===== src/rtl/e_calc_pkg.sv =====
`default_nettype none
// +----------------------------------------------------------------------------+
// | Module   : e_calc_pkg                                                      |
// | Purpose  : Shared constants and types for the e_calc datapath, its run     |
// |            controller (e_calc_seq) and their benches.                      |
// | Contents : WORD_W        - width of one result word                        |
// |            DEFAULT_WORDS - default number of result words                  |
// |            seq_state_t   - run controller state encoding                   |
// | Revision : 1.0  initial release                                            |
// +----------------------------------------------------------------------------+
package e_calc_pkg;

  localparam int WORD_W        = 16;
  localparam int DEFAULT_WORDS = 32;

  typedef enum logic [2:0] {
    IDLE   = 3'd0,
    START  = 3'd1,
    WAIT   = 3'd2,
    STREAM = 3'd3
  } seq_state_t;

endpackage
`default_nettype wire


===== src/rtl/e_calc_seq.sv =====
`default_nettype none
// +----------------------------------------------------------------------------+
// | Module   : e_calc_seq                                                      |
// | Purpose  : Run controller for e_calc. Accepts a host request, pulses       |
// |            calc_start, supervises completion with a timeout, latches the   |
// |            wide result and streams it out MS word first over valid/ready.  |
// | Ports    : clk, rst_n          - clock, async active-low reset             |
// |            req, abort          - host run request / cancel                 |
// |            busy                - high whenever not idle                    |
// |            calc_start          - one-cycle start pulse to e_calc           |
// |            calc_done/calc_data - completion and result from e_calc         |
// |            word_valid/ready    - stream handshake                          |
// |            word_data/idx/last  - current word, its index, last-word flag   |
// |            run_done            - one-cycle pulse after the last transfer   |
// |            timeout_err         - sticky timeout flag, cleared on next run  |
// | Revision : 1.0  initial release                                            |
// +----------------------------------------------------------------------------+
module e_calc_seq
  import e_calc_pkg::*;
#(
  parameter int WORDS          = DEFAULT_WORDS,
  parameter int TIMEOUT_CYCLES = 2**24,
  parameter int TMR_W          = $clog2(TIMEOUT_CYCLES)
) (
  input  logic                       clk,
  input  logic                       rst_n,
  input  logic                       req,
  input  logic                       abort,
  output logic                       busy,
  output logic                       calc_start,
  input  logic                       calc_done,
  input  logic [WORD_W*WORDS-1:0]    calc_data,
  output logic                       word_valid,
  input  logic                       word_ready,
  output logic [WORD_W-1:0]          word_data,
  output logic [$clog2(WORDS)-1:0]   word_idx,
  output logic                       word_last,
  output logic                       run_done,
  output logic                       timeout_err
);

  localparam int                IDX_W    = $clog2(WORDS);
  localparam logic [TMR_W-1:0]  TMR_LAST = TMR_W'(TIMEOUT_CYCLES - 1);
  localparam logic [IDX_W-1:0]  IDX_TOP  = IDX_W'(WORDS - 1);
  localparam logic [IDX_W-1:0]  IDX_ONE  = IDX_W'(1);

  seq_state_t         state_q, state_d;
  logic [TMR_W-1:0]   timer_q, timer_d;
  logic [WORD_W-1:0]  res_buf [WORDS];
  logic               load_buf;

  // Next values of the registered outputs.
  logic               busy_d, calc_start_d, word_valid_d, word_last_d;
  logic               run_done_d, timeout_err_d;
  logic [WORD_W-1:0]  word_data_d;
  logic [IDX_W-1:0]   word_idx_d;

  // Next-state and next-output logic. Every output is a register, so the
  // values are computed here from the next state and loaded on the edge.
  always_comb begin
    state_d       = state_q;
    timer_d       = timer_q;
    load_buf      = 1'b0;
    word_valid_d  = word_valid;
    word_data_d   = word_data;
    word_idx_d    = word_idx;
    word_last_d   = word_last;
    run_done_d    = 1'b0;
    timeout_err_d = timeout_err;

    case (state_q)
      IDLE: begin
        if (req && !abort) begin
          state_d       = START;
          timeout_err_d = 1'b0;
        end
      end

      START: begin
        timer_d = '0;
        state_d = abort ? IDLE : WAIT;
      end

      WAIT: begin
        timer_d = timer_q + 1'b1;
        if (abort) begin
          state_d = IDLE;
        end else if (calc_done) begin
          // Done beats a coincident timeout. The first word comes straight
          // from calc_data since the buffer only updates on this same edge.
          state_d      = STREAM;
          load_buf     = 1'b1;
          word_valid_d = 1'b1;
          word_idx_d   = IDX_TOP;
          word_data_d  = calc_data[(WORDS-1)*WORD_W +: WORD_W];
          word_last_d  = (WORDS == 1);
        end else if (timer_q == TMR_LAST) begin
          state_d       = IDLE;
          timeout_err_d = 1'b1;
        end
      end

      STREAM: begin
        if (abort) begin
          state_d      = IDLE;
          word_valid_d = 1'b0;
          word_last_d  = 1'b0;
        end else if (word_valid && word_ready) begin
          if (word_last) begin
            state_d      = IDLE;
            word_valid_d = 1'b0;
            word_last_d  = 1'b0;
            run_done_d   = 1'b1;
          end else begin
            word_idx_d  = word_idx - 1'b1;
            word_data_d = res_buf[word_idx - 1'b1];
            word_last_d = (word_idx == IDX_ONE);
          end
        end
      end

      default: begin
        state_d      = IDLE;
        word_valid_d = 1'b0;
        word_last_d  = 1'b0;
      end
    endcase

    calc_start_d = (state_d == START);
    busy_d       = (state_d != IDLE);
  end

  always_ff @(posedge clk or negedge rst_n) begin
    if (!rst_n) begin
      state_q     <= IDLE;
      timer_q     <= '0;
      busy        <= 1'b0;
      calc_start  <= 1'b0;
      word_valid  <= 1'b0;
      word_data   <= '0;
      word_idx    <= '0;
      word_last   <= 1'b0;
      run_done    <= 1'b0;
      timeout_err <= 1'b0;
    end else begin
      state_q     <= state_d;
      timer_q     <= timer_d;
      busy        <= busy_d;
      calc_start  <= calc_start_d;
      word_valid  <= word_valid_d;
      word_data   <= word_data_d;
      word_idx    <= word_idx_d;
      word_last   <= word_last_d;
      run_done    <= run_done_d;
      timeout_err <= timeout_err_d;
    end
  end

  // Result buffer, word i holds calc_data[i*WORD_W +: WORD_W].
  always_ff @(posedge clk or negedge rst_n) begin
    if (!rst_n) begin
      for (int i = 0; i < WORDS; i++) res_buf[i] <= '0;
    end else if (load_buf) begin
      for (int i = 0; i < WORDS; i++) res_buf[i] <= calc_data[i*WORD_W +: WORD_W];
    end
  end

endmodule
`default_nettype wire


===== config.mk =====
export PLATFORM = sky130hd
export DESIGN_NAME = e_calc_seq
export DESIGN_NICKNAME = d
export VERILOG_FILES = /design/src/rtl/e_calc_pkg.sv /design/src/rtl/e_calc_seq.sv
export SDC_FILE = /design/constraint.sdc
export NUM_CORES = 1
export LEC_CHECK = 0
export CAP_MARGIN = 20
export CORE_MARGIN = 8
export CORE_UTILIZATION = 56
export DETAILED_ROUTE_END_ITERATION = 12
export GPL_TIMING_DRIVEN = 0
export PLACE_DENSITY_LB_ADDON = 0.25
export SLEW_MARGIN = 5
export SYNTH_ARGS = -nofsm -noshare
export SYNTH_HDL_FRONTEND = slang
export SYNTH_SLANG_ARGS = --single-unit
export TNS_END_PERCENT = 10

===== constraint.sdc =====
create_clock -name clk -period 6.03 [get_ports clk]
set_input_delay 1.809 -clock clk [delete_from_list [all_inputs] [get_ports clk]]
set_output_delay 1.809 -clock clk [all_outputs]
set_load 0.1 [all_outputs]

==> impl_metrics.env, run 1 <==
export IMPL_worstPathArrival_ps=5700
export IMPL_r2r_end="word_data[11]"
export IMPL_synth_xor_area_share_pct=0.228
export IMPL_htreeDepth=2
export IMPL_crit_top_cell="buf_2"
export IMPL_hpwl_um=68000
export IMPL_grt_pass1_wl_um=130000
export IMPL_die_area_um2=53200
export IMPL_gp_congestion=0.915
export IMPL_initial_core_util_pct=56.8
export IMPL_wl_um=88400
export IMPL_min_from="timer_q[15]"
export IMPL_vias=18600
export IMPL_antenna_left=0
export IMPL_slowest_stage="clkbuf_1"
export IMPL_synth_top_family_by_area="multiplexers"
export IMPL_power_mw=10.1
export IMPL_clockRootBuffer="clkbuf_16"
export IMPL_io_buffers=543
export IMPL_drive_above_1_share_pct=34.1
export IMPL_fin_worst_skew_ps=14.0
export IMPL_synth_top_cell_by_area="dfrtp_1"
export IMPL_first_pass_iters=7
export IMPL_cts_clk_slew_worst_paths_ps=70
export IMPL_grt_ovfl_total=0
export IMPL_crit_chain="buf_2, buf_6, buf_2, inv_2, buf_1, ha_1, buf_2, buf_2, clkbuf_1, mux4_2, nand3_1, a21oi_1, a221oi_1, a31oi_1"
export IMPL_vias_per_cell=6.15
export IMPL_r2r_setup_slack_ps=780
export IMPL_r2r_start="word_idx[0]"
export IMPL_die_x_um=231
export IMPL_ys_seq_elements=566
export IMPL_core_um2=45500
export IMPL_clock_latency_ps=600
export IMPL_tritoncts="yes"
export IMPL_die_h_um=231
export IMPL_dr_first_iter_drc_count=1593
export IMPL_boundaryPins=545
export IMPL_muxShareOfSynthArea_pct=34.0
export IMPL_synth_edf_count=0
export IMPL_hold_class="reg -> reg"
export IMPL_synthSimpleGateAreaFrac_pct=3.95
export IMPL_crit_family="buffers and inverters"
export IMPL_synth_area_leaders="dfrtp_1, mux2_2, mux4_2"
export IMPL_drv_slew=0
export IMPL_fin_util_pct=74.9
export IMPL_min_period_over_period_pct=87.1
export IMPL_cts_buffers=57
export IMPL_startpoint_type="register"
export IMPL_cts_hold_buf=0
export IMPL_slew_headroom_pct=22.5
export IMPL_crit_buf_inv=8
export IMPL_synth_top_cell_area_share_pct=54.9
export IMPL_crit_required_ps=6480
export IMPL_p_leak_nw=15.1
export IMPL_p_per_area_nw_per_um2=297
export IMPL_critical_path_class="reg -> reg"
export IMPL_cts_buffer_depth=3
export IMPL_nets=2882
export IMPL_antenna_found_initial=31
export IMPL_finalHoldWorstSlack_ps=484
export IMPL_cts_setup_buffers=0
export IMPL_crit_fanout=10
export IMPL_cts_sinks=566
export IMPL_reg2reg_depth=14
export IMPL_ys_warn_count=0
export IMPL_grt_max_degree=120
export IMPL_track_usage_pct=32.8
export IMPL_seq_area_frac_synth_pct=54.9
export IMPL_areaGrowthSynthToFinish_pct=31.9
export IMPL_outcome="completed"
export IMPL_grt_pass1_vias=20400
export IMPL_synth_compound_area_share_pct=4.21
export IMPL_hold_violations=0
export IMPL_synth_cell_types=58
export IMPL_cap_violations=0
export IMPL_max_stage_delay_ps=900
export IMPL_wl_per_cell_um=29.3
export IMPL_avgSynthCellArea_um2=14.7
export IMPL_fmax_ghz=0.190
export IMPL_async_reset_ff_share_pct=100
export IMPL_synth_nets=2274
export IMPL_synth_cells=1753
export IMPL_fin_setup_tns_ps=0
export IMPL_setup_violations=0
export IMPL_ys_flop_type="dfrtp_1"
export IMPL_whs_endpoint="timer_q[15]"
export IMPL_ctsResizeCount=0
export IMPL_post_route_min_period_ps=5250
export IMPL_synth_fa_ha_area_share_pct=0.145
export IMPL_min_path_cells=1
export IMPL_synth_area_um2=25800
export IMPL_critPathCaptureType="register"
export IMPL_vdd_drop_max_v=0.000247
export IMPL_drc=0
export IMPL_rows=78
export IMPL_rsz0062_at_grt="no"
export IMPL_worst_pin_slew_ps=1160
cell families after synthesis:
group                      count (synthesis)
other                                      1
xor gates and xnor gates                   5
AOI/OAI and AO/OA                        162
DFF                                      566
buffers and inverters                    130
adders and majority gates                  3
muxes                                    680
and+or+nand+nor                          206
flip-flops by register name (all words and copies together) (netlist names), 3 cells and up:
signal     flops
word_idx       5
timer_q       24
res_buf      512
word_data     16
state_q        3
area by class of cell:
class                   instances  area [um^2]
flip-flops and latches        566        14200
fillers                      2991        11400
multi-input cells            1057        11000
repair buffers                549         5580
clock buffers                  92         1760
well taps                     600          751
plain buffers                 124          658
clock inverters                 8          118
diodes                         16         40.0
inverters                       6         22.5
worst max path at each step:
stage | from | end | slack, ps | cells after the start
global route | word_idx[0] | word_data[11] | 760 | 14
finish | word_idx[0] | word_data[11] | 780 | 14
floorplan | word_idx[0] | word_data[5] | 2080 | 13
global placement | rst_n | res_buf[173] | -21300 | 1
CTS | word_idx[0] | word_data[10] | 840 | 14
detailed placement | word_idx[0] | word_data[10] | 870 | 14
layout by cell type, fill, tap and decap left out, drive strengths merged, types with 3 or more instances in the layout:
cell type	instances
dfrtp	566
clkdlybuf4s50	542
mux2	540
clkbuf	131
mux4	100
buf	92
nand2	82
nand3	48
a21oi	45
mux2i	40
o21ai	34
a32oi	30
nor2	29
a31oi	18
diode	16
a221oi	14
nor3	7
nand4	6
inv	6
nor4	6
nand2b	5
nand3b	4
clkinv	4
o31ai	4
and4	3
and3	3
o41ai	3
a22oi	3
ha	3
bufinv	3
xnor2	3
and2	3
routing by layer:
layer,up-vias,GRT usage (%),part of all wire [%]
li1,7788,-,-
met1,9679,39.9,38
met2,835,55.3,50
met3,224,8.35,7.6
met4,28,14.3,4.3
met5,-,0,0.21
per-stage QoR:
stage                     area (um^2)  std cells  setup WS, ps
final                           34100       3018           780
after global routing            34100       3016           759
after CTS                       34000       3001           842
after detailed placement        32200       2901           870
after global placement          32000       2896        -21300
after floorplan                 25800       1753          2080
power breakdown:
| part | internal (mW) | switching (mW) | leakage [nW] |
|---|---|---|---|
| logic | 1.08 | 0.962 | 6.70 |
| registers | 4.25 | 0.255 | 7.46 |
| clock network | 2.10 | 1.49 | 0.922 |
| total | 7.43 | 2.71 | 15.1 |
synth_stat cells, types with 2 or more instances:
cell,n
mux4_2,90
nand2_1,82
nor2_1,29
nor3_1,6
a21oi_1,45
a32oi_1,30
a22oi_1,3
ha_1,3
nor4_4,3
inv_1,5
or4_1,2
buf_6,12
and3_1,3
nor4_1,3
o32a_1,2
a221oi_1,11
xnor2_1,2
nand2b_1,5
o22ai_1,2
o211ai_1,2
and2_1,2
a31oi_1,18
o31ai_1,3
mux4_1,10
mux2i_1,40
nand3_1,48
nand4_1,6
o41ai_1,3
buf_4,5
or3_1,2
mux2_2,540
a221oi_2,3
and4_1,3
o21ai_0,34
buf_2,67
nand3b_1,4
clkbuf_1,39
dfrtp_1,566
Note: power is estimated with default switching activity, not from simulation.
==> run 2, diff against run 1 <==
--- a/config.mk
+++ b/config.mk
@@ -7,8 +7,9 @@
 export LEC_CHECK = 0
 export CAP_MARGIN = 20
 export CORE_MARGIN = 8
-export CORE_UTILIZATION = 56
+export CORE_UTILIZATION = 60
 export DETAILED_ROUTE_END_ITERATION = 12
+export DONT_BUFFER_PORTS = 1
 export GPL_TIMING_DRIVEN = 0
 export PLACE_DENSITY_LB_ADDON = 0.25
 export SLEW_MARGIN = 5
==> run 2 against run 1 <==
Compared with the run above:
- the run now ends with slew limit left
- via count decreased by 13%
- clock power barely moved
- die area decreased by 6.2%
- combinational power decreased by 32%
- clock-buffer cell count down 8
- power decreased by 4.4%
- non-clock buffer count down 541
- utilization down 8.1 points
- critical path depth stayed put
- worst setup slack worse by 370 ps
- first-iteration DRC count shrank 7.0%
- sequential share of layout area up 8.0 points
==> impl_metrics.env, run 2 (same netlist as run 1, synthesis figures left out) <==
export IMPL_rows=76
export IMPL_critPathCaptureType="register"
export IMPL_fin_setup_tns_ps=0
export IMPL_cts_sinks=566
export IMPL_cts_clk_slew_worst_paths_ps=70
export IMPL_cts_hold_buf=0
export IMPL_slew_headroom_pct=-141
export IMPL_min_path_cells=1
export IMPL_grt_pass1_vias=17100
export IMPL_largest_register_ffs=512
export IMPL_crit_start="word_idx[0]"
export IMPL_antenna_left=0
export IMPL_core_um2=42800
export IMPL_wl_um=81100
export IMPL_grt_ovfl_total=0
export IMPL_rsz0062_at_grt="no"
export IMPL_r2r_end="word_data[9]"
export IMPL_p_leak_nw=13.0
export IMPL_cap_violations=0
export IMPL_vias_per_cell=6.62
export IMPL_grt_pass1_wl_um=117000
export IMPL_cts_buffer_depth=3
export IMPL_fmax_ghz=0.178
export IMPL_reg2reg_depth=14
export IMPL_finalHoldWorstSlack_ps=483
export IMPL_io_buffers=0
export IMPL_first_pass_iters=5
export IMPL_vias=16100
export IMPL_areaGrowthSynthToFinish_pct=10.7
export IMPL_wl_per_cell_um=33.3
export IMPL_tritoncts="yes"
export IMPL_hold_class="reg -> reg"
export IMPL_die_h_um=223
export IMPL_crit_fanout=10
export IMPL_whs_endpoint="timer_q[15]"
export IMPL_setup_ws_ps=408
export IMPL_hpwl_um=62200
export IMPL_min_from="timer_q[15]"
export IMPL_die_x_um=223
export IMPL_die_area_um2=49900
export IMPL_failed_checks="slew limit"
export IMPL_min_period_over_period_pct=93.2
export IMPL_antenna_found_initial=46
export IMPL_ctsResizeCount=0
export IMPL_clock_latency_ps=620
export IMPL_drv_slew=508
export IMPL_clockRootBuffer="clkbuf_16"
export IMPL_cts_buffers=56
export IMPL_fin_worst_skew_ps=23.5
export IMPL_hold_violations=0
export IMPL_r2r_setup_slack_ps=410
export IMPL_startpoint_type="register"
export IMPL_htreeDepth=2
export IMPL_critical_path_class="reg -> reg"
export IMPL_top_regs="res_buf: 512 flops, timer_q: 24 flops, word_data: 16 flops"
export IMPL_setup_violations=0
export IMPL_worstPathArrival_ps=6070
export IMPL_crit_required_ps=6480
export IMPL_r2r_start="word_idx[0]"
export IMPL_drc=0
export IMPL_p_per_area_nw_per_um2=339
export IMPL_nets=2340
export IMPL_outcome="finished, violations left"
export IMPL_grt_max_degree=567
export IMPL_pre_cts_ws_ps=58.1
export IMPL_gp_congestion=0.942
export IMPL_dr_first_iter_drc_count=1481
export IMPL_drive_above_1_share_pct=44.2
export IMPL_cts_setup_buffers=0
export IMPL_post_route_min_period_ps=5620
export IMPL_mostFrequentLayoutCells="dfrtp_1, mux2_2, mux4_2"
export IMPL_track_usage_pct=32.0
export IMPL_initial_core_util_pct=60.3
export IMPL_worst_pin_slew_ps=3620
export IMPL_vdd_drop_max_v=0.000288
export IMPL_top_register="res_buf"
export IMPL_final_common_cell="dfrtp_1"
export IMPL_boundaryPins=545
## run 2: cell count changes in the layout (fill, tap and decap cells not counted), moves of 3 or more
cell,change
buf_16,-4
clkbuf_8,-9
diode_2,+10
buf_6,+3
bufinv_16,+3
clkdlybuf4s50_1,-542
clkinv_2,+6
## run 2: cell type report
| type | count | area, um^2 |
|---|---|---|
| fillers | 3035 | 14200 |
| flip-flops and latches | 566 | 14200 |
| multi-input cells | 1057 | 11000 |
| clock buffers | 84 | 1640 |
| well taps | 546 | 683 |
| plain buffers | 124 | 658 |
| clock inverters | 19 | 255 |
| repair buffers | 8 | 121 |
| diodes | 26 | 65.1 |
| inverters | 6 | 22.5 |
## run 2: worst max path at each step
stage	depth (start not counted)	to
2_1_floorplan	13	word_data[5]
3_3_place_gp	14	word_data[11]
3_5_place_dp	14	word_data[11]
4_1_cts	14	word_data[11]
5_1_grt	14	word_data[10]
6_report	14	word_data[9]
## run 2: critical path, stage by stage (launching register included)
cell and delay (ps):
dfrtp_1 1040, buf_2 350, buf_6 200, buf_2 370, inv_2 240, buf_1 350, ha_1 380, buf_2 190
buf_2 330, clkbuf_1 590, mux4_2 430, o21ai_0 90, a21oi_1 120, a221oi_1 560, a31oi_1 170
## run 2: metal layers
layer | up-vias | wire [um] | track usage, %
li1 | 6724 | - | -
met1 | 8455 | 29600 | 37.8
met2 | 721 | 40400 | 52.7
met3 | 181 | 7750 | 11.5
met4 | 38 | 3070 | 13.4
met5 | - | 258 | 0
## run 2: metrics by stage
stage	total power [mW]	instance area (um^2)	cells	util, %
2_1_floorplan	5.67	25800	1753	-
3_3_place_gp	6.05	26500	2299	61.9
3_5_place_dp	6.13	26600	2303	62.1
4_1_cts	9.72	28500	2406	66.5
5_1_grt	10.0	28600	2429	66.8
6_report	9.68	28600	2436	66.8
## run 2: report_power, final
part           switching [mW]  total [mW]  leakage [nW]  internal (mW)
combinational           0.636        1.39          4.57          0.755
sequential              0.439        4.69          7.46           4.25
clock                    1.48        3.61         0.934           2.13
==> run 3, diff against run 2 <==
--- a/config.mk
+++ b/config.mk
@@ -5,13 +5,14 @@
 export SDC_FILE = /design/constraint.sdc
 export NUM_CORES = 1
 export LEC_CHECK = 0
-export CAP_MARGIN = 20
+export CORE_ASPECT_RATIO = 0.6
 export CORE_MARGIN = 8
 export CORE_UTILIZATION = 60
 export DETAILED_ROUTE_END_ITERATION = 12
 export DONT_BUFFER_PORTS = 1
 export GPL_TIMING_DRIVEN = 0
 export PLACE_DENSITY_LB_ADDON = 0.25
+export SKIP_CTS_REPAIR_TIMING = 1
 export SLEW_MARGIN = 5
 export SYNTH_ARGS = -nofsm -noshare
 export SYNTH_HDL_FRONTEND = slang
==> run 3 against run 2 <==
Compared with the run above:
- the run still ends with slew limit left
- critical path depth stayed put
- clock-buffer cell count is 11 lower
- clock skew is 6.3 ps lower
==> impl_metrics.env, run 3 (same netlist as run 1, synthesis figures left out) <==
export IMPL_cts_buffers=52
export IMPL_grt_pass1_vias=16800
export IMPL_regArea_um2=14200
export IMPL_grt_use_met1_pct=40.2
export IMPL_die_area_um2=50100
export IMPL_io_buffers=0
export IMPL_final_common_cell="dfrtp_1"
export IMPL_busiest_layer="met2"
export IMPL_p_per_area_nw_per_um2=337
export IMPL_die_h_um=177
export IMPL_vdd_drop_max_v=0.000248
export IMPL_cts_sinks=566
export IMPL_drc=0
export IMPL_vias=16300
export IMPL_hold_violations=0
export IMPL_min_period_over_period_pct=93.1
export IMPL_grt_max_degree=567
export IMPL_dr_first_iter_drc_count=1656
export IMPL_crit_start="word_idx[0]"
export IMPL_r2r_end="word_data[6]"
export IMPL_htreeDepth=2
export IMPL_first_pass_iters=7
export IMPL_place_area_um2=26500
export IMPL_wl_um=81900
export IMPL_multi_input_area_um2=11000
export IMPL_crit_required_ps=6450
export IMPL_gp_congestion=0.954
export IMPL_critical_path_class="reg -> reg"
export IMPL_fin_worst_skew_ps=17.2
export IMPL_p_leak_nw=12.9
export IMPL_nets=2328
export IMPL_initial_core_util_pct=60.2
export IMPL_r2r_start="word_idx[0]"
export IMPL_use_met2_pct=49.1
export IMPL_boundaryPins=545
export IMPL_fillers=3049
export IMPL_largest_register_ffs=512
export IMPL_r2r_setup_slack_ps=420
export IMPL_setup_violations=0
export IMPL_reg2reg_depth=14
export IMPL_startpoint_type="register"
export IMPL_hpwl_um=62200
export IMPL_cts_buffer_depth=3
export IMPL_endpoint="word_data[6]"
export IMPL_tritoncts="yes"
export IMPL_cap_violations=0
export IMPL_rsz0062_at_grt="no"
export IMPL_post_route_min_period_ps=5610
export IMPL_top_regs="res_buf: 512 flops, timer_q: 24 flops, word_data: 16 flops"
export IMPL_outcome="finished, violations left"
export IMPL_crit_fanout=10
export IMPL_antenna_found_initial=51
export IMPL_design_area_um2=28500
export IMPL_worstPathArrival_ps=6030
export IMPL_failed_checks="slew limit"
export IMPL_grt_ovfl_total=0
export IMPL_clockRootBuffer="clkbuf_16"
export IMPL_worst_pin_slew_ps=1620
export IMPL_wl_per_cell_um=33.2
export IMPL_clock_latency_ps=580
export IMPL_die_x_um=284
export IMPL_critPathCaptureType="register"
export IMPL_mostFrequentLayoutCells="dfrtp_1, mux2_2, mux4_2"
export IMPL_core_um2=42900
export IMPL_cts_clk_slew_worst_paths_ps=70
export IMPL_drv_slew=187
export IMPL_antenna_left=0
export IMPL_drive_above_1_share_pct=44.5
export IMPL_areaGrowthSynthToFinish_pct=10.3
export IMPL_slew_headroom_pct=-7.97
export IMPL_top_register="res_buf"
export IMPL_vias_per_cell=6.61
export IMPL_power_mw=9.60
export IMPL_use_met3_pct=11.8
export IMPL_track_usage_pct=31.7
export IMPL_fin_util_pct=66.4
export IMPL_hold_class="reg -> reg"
export IMPL_grt_pass1_wl_um=117000
export IMPL_rows=59
export IMPL_fmax_ghz=0.178
[run 3: changes by cell type in the layout (fill, tap and decap cells not counted), sizes merged]
| cell | delta |
|---|---|
| diode | +13 |
| clkbuf | -11 |
| buf | -8 |
| clkinvlp | +3 |
| clkinv | +1 |
[run 3: worst max-delay path, cell delays in order (launching register included)]
cell	delay, ps
dfrtp_2	740
buf_2	290
buf_6	200
buf_2	290
inv_2	180
buf_1	390
ha_1	420
buf_2	170
buf_2	350
clkbuf_1	670
mux4_2	450
nand3_1	110
a21oi_1	70
a221oi_1	870
a31oi_1	200
[run 3: where the power goes]
group,internal (mW),switching [mW]
combinational,0.741,0.646
sequential,4.24,0.459
clock,2.02,1.49
total,7.01,2.60
[run 3: how the worst min path moves through the flow]
stage                startpoint     endpoint  slack [ps]  depth (start not counted)
finish              timer_q[20]  timer_q[20]         490                          1
floorplan           timer_q[15]  timer_q[15]         440                          1
detailed placement  timer_q[19]  timer_q[19]         480                          1
CTS                 timer_q[20]  timer_q[20]         490                          1
global placement    timer_q[15]  timer_q[15]         450                          1
global route        timer_q[20]  timer_q[20]         500                          1
[run 3: metal layers]
layer  wire, um  share of wire [%]
met4       3440                4.2
met5        207               0.25
met2      38800                 47
met1      31700                 39
met3       7720                9.4
[run 3: stage by stage]
step	TNS, ps	hold WS, ps	setup slack (ps)	std cells
after floorplan	0	437	2080	1753
after global placement	-94.2	454	-94.2	2332
after detailed placement	-147	482	-147	2332
after CTS	-156	491	-156	2428
after global routing	0	505	278	2459
final	0	492	418	2467
[run 3: area by class of cell]
cell class | count | area share [%]
Antenna cell | 39 | 0.343
Tap cell | 579 | 2.54
Clock inverter | 23 | 1.03
Buffer | 124 | 2.31
Multi-Input combinational cell | 1057 | 38.6
Sequential cell | 566 | 49.7
Clock buffer | 73 | 5.34
Inverter | 6 | 0.0790
==> variant, RTL diff (settings of run 1) <==
`word_data` no longer has a reset.
--- a/src/rtl/e_calc_seq.sv
+++ b/src/rtl/e_calc_seq.sv
@@ -137,7 +137,6 @@
       busy        <= 1'b0;
       calc_start  <= 1'b0;
       word_valid  <= 1'b0;
-      word_data   <= '0;
       word_idx    <= '0;
       word_last   <= 1'b0;
       run_done    <= 1'b0;
@@ -148,12 +147,15 @@
       busy        <= busy_d;
       calc_start  <= calc_start_d;
       word_valid  <= word_valid_d;
-      word_data   <= word_data_d;
       word_idx    <= word_idx_d;
       word_last   <= word_last_d;
       run_done    <= run_done_d;
       timeout_err <= timeout_err_d;
     end
+  end
+
+  always_ff @(posedge clk) begin
+    word_data <= word_data_d;
   end
 
   // Result buffer, word i holds calc_data[i*WORD_W +: WORD_W].
Formal check against the unedited RTL: differs if rst_n is asserted again (counterexample within 4 cycles, from zero or initial values and one cycle with rst_n low); with rst_n held inactive, the same outputs for 4 cycles.
==> variant against run 1 <==
Critical endpoint is now word_data[10]$_DFFE_PP_; routed wire length is 1.9% lower; sequential share of layout area hardly changed; worst setup slack better by 110 ps; combinational power is 13% higher; clock skew is 8.0 ps higher; sequential cell count stayed put; power is 4.2% higher; area after synthesis is 0.34% lower; final area is 0.58% higher; critical path type unchanged.
==> variant: results (changes against run 1) <==
via count of the first global-routing pass = 19,600 (was 20,400)
clk_lat worst skew = 630 ps (was 600 ps)
Logic pwr share = 21.9% (was 20.1%)
Post-synth EDFFs = 16 (was 0)
Clock net power = 3.83 mW (was 3.59 mW)
top post-synthesis cells by count = dfrtp_1, mux2_2, mux4_2 (unchanged)
nets = 2,727 (was 2,882)
Via density = 6.06 (was 6.15)
status = finished clean (unchanged)
largest net degree at the start of global routing = 106 (was 120)
mux cell area share after synthesis = 36.8% (was 34.0%)
Inverters, non-clock = 5 (was 6)
GRT Util Overall = 32.1% (was 32.8%)
Power Total = 10.6 mW (was 10.1 mW)
Sw Share = 27.3% (was 26.7%)
comb_multi_in = 918 (was 1,057)
FF+latch count = 566 (unchanged)
multi-input logic area = 10,900 sq um (was 11,000 sq um)
first-pass GRT wire length = 126,000 microns (was 130,000 microns)
Leakage = 15.6 nW (was 15.1 nW)
crit path DAT = 5490 ps (was 5700 ps)
Layout non-clock buf frac = 18.2% (was 18.3%)
Repair and plain buffers = 656 (was 673)
# diodes = 28 (was 16)
critical path's largest stage delay = 870 ps (was 900 ps)
Final Skew = 22.0 ps (was 14.0 ps)
Seq area share = 41.6% (about the same)
worst slew pin tran = 1120 ps (was 1160 ps)
Peak VDD IR = 0.000289 V (was 0.000247 V)
adder-cell share of the synthesized area = 0.146% (was 0.145%)
==> variant: layer usage <==
layer	vias up	part of all wire, %	wire length [microns]	track usage, %
met5	-	0.21	178	0
li1	7336	-	-	-
met1	9203	38	33000	39.4
met4	26	4.5	3890	15.0
met3	214	7.1	6150	7.73
met2	715	50	43500	53.6
==> variant: path summary, 6_finish.rpt <==
check                                           end                     from  slack, ps  cells past startpoint
setup / recovery            word_data[10]$_DFFE_PP_  word_idx[0]$_DFFE_PN0P_        890                     12
setup reg to reg            word_data[10]$_DFFE_PP_  word_idx[0]$_DFFE_PN0P_        890                     12
min in group asynchronous  res_buf[230]$_DFFE_PN0P_                    rst_n       1120                      1
max in group asynchronous  res_buf[431]$_DFFE_PN0P_                    rst_n       2770                      5
hold reg to reg             timer_q[14]$_DFFE_PN0P_  timer_q[14]$_DFFE_PN0P_        480                      1
hold / removal              timer_q[14]$_DFFE_PN0P_  timer_q[14]$_DFFE_PN0P_        480                      1
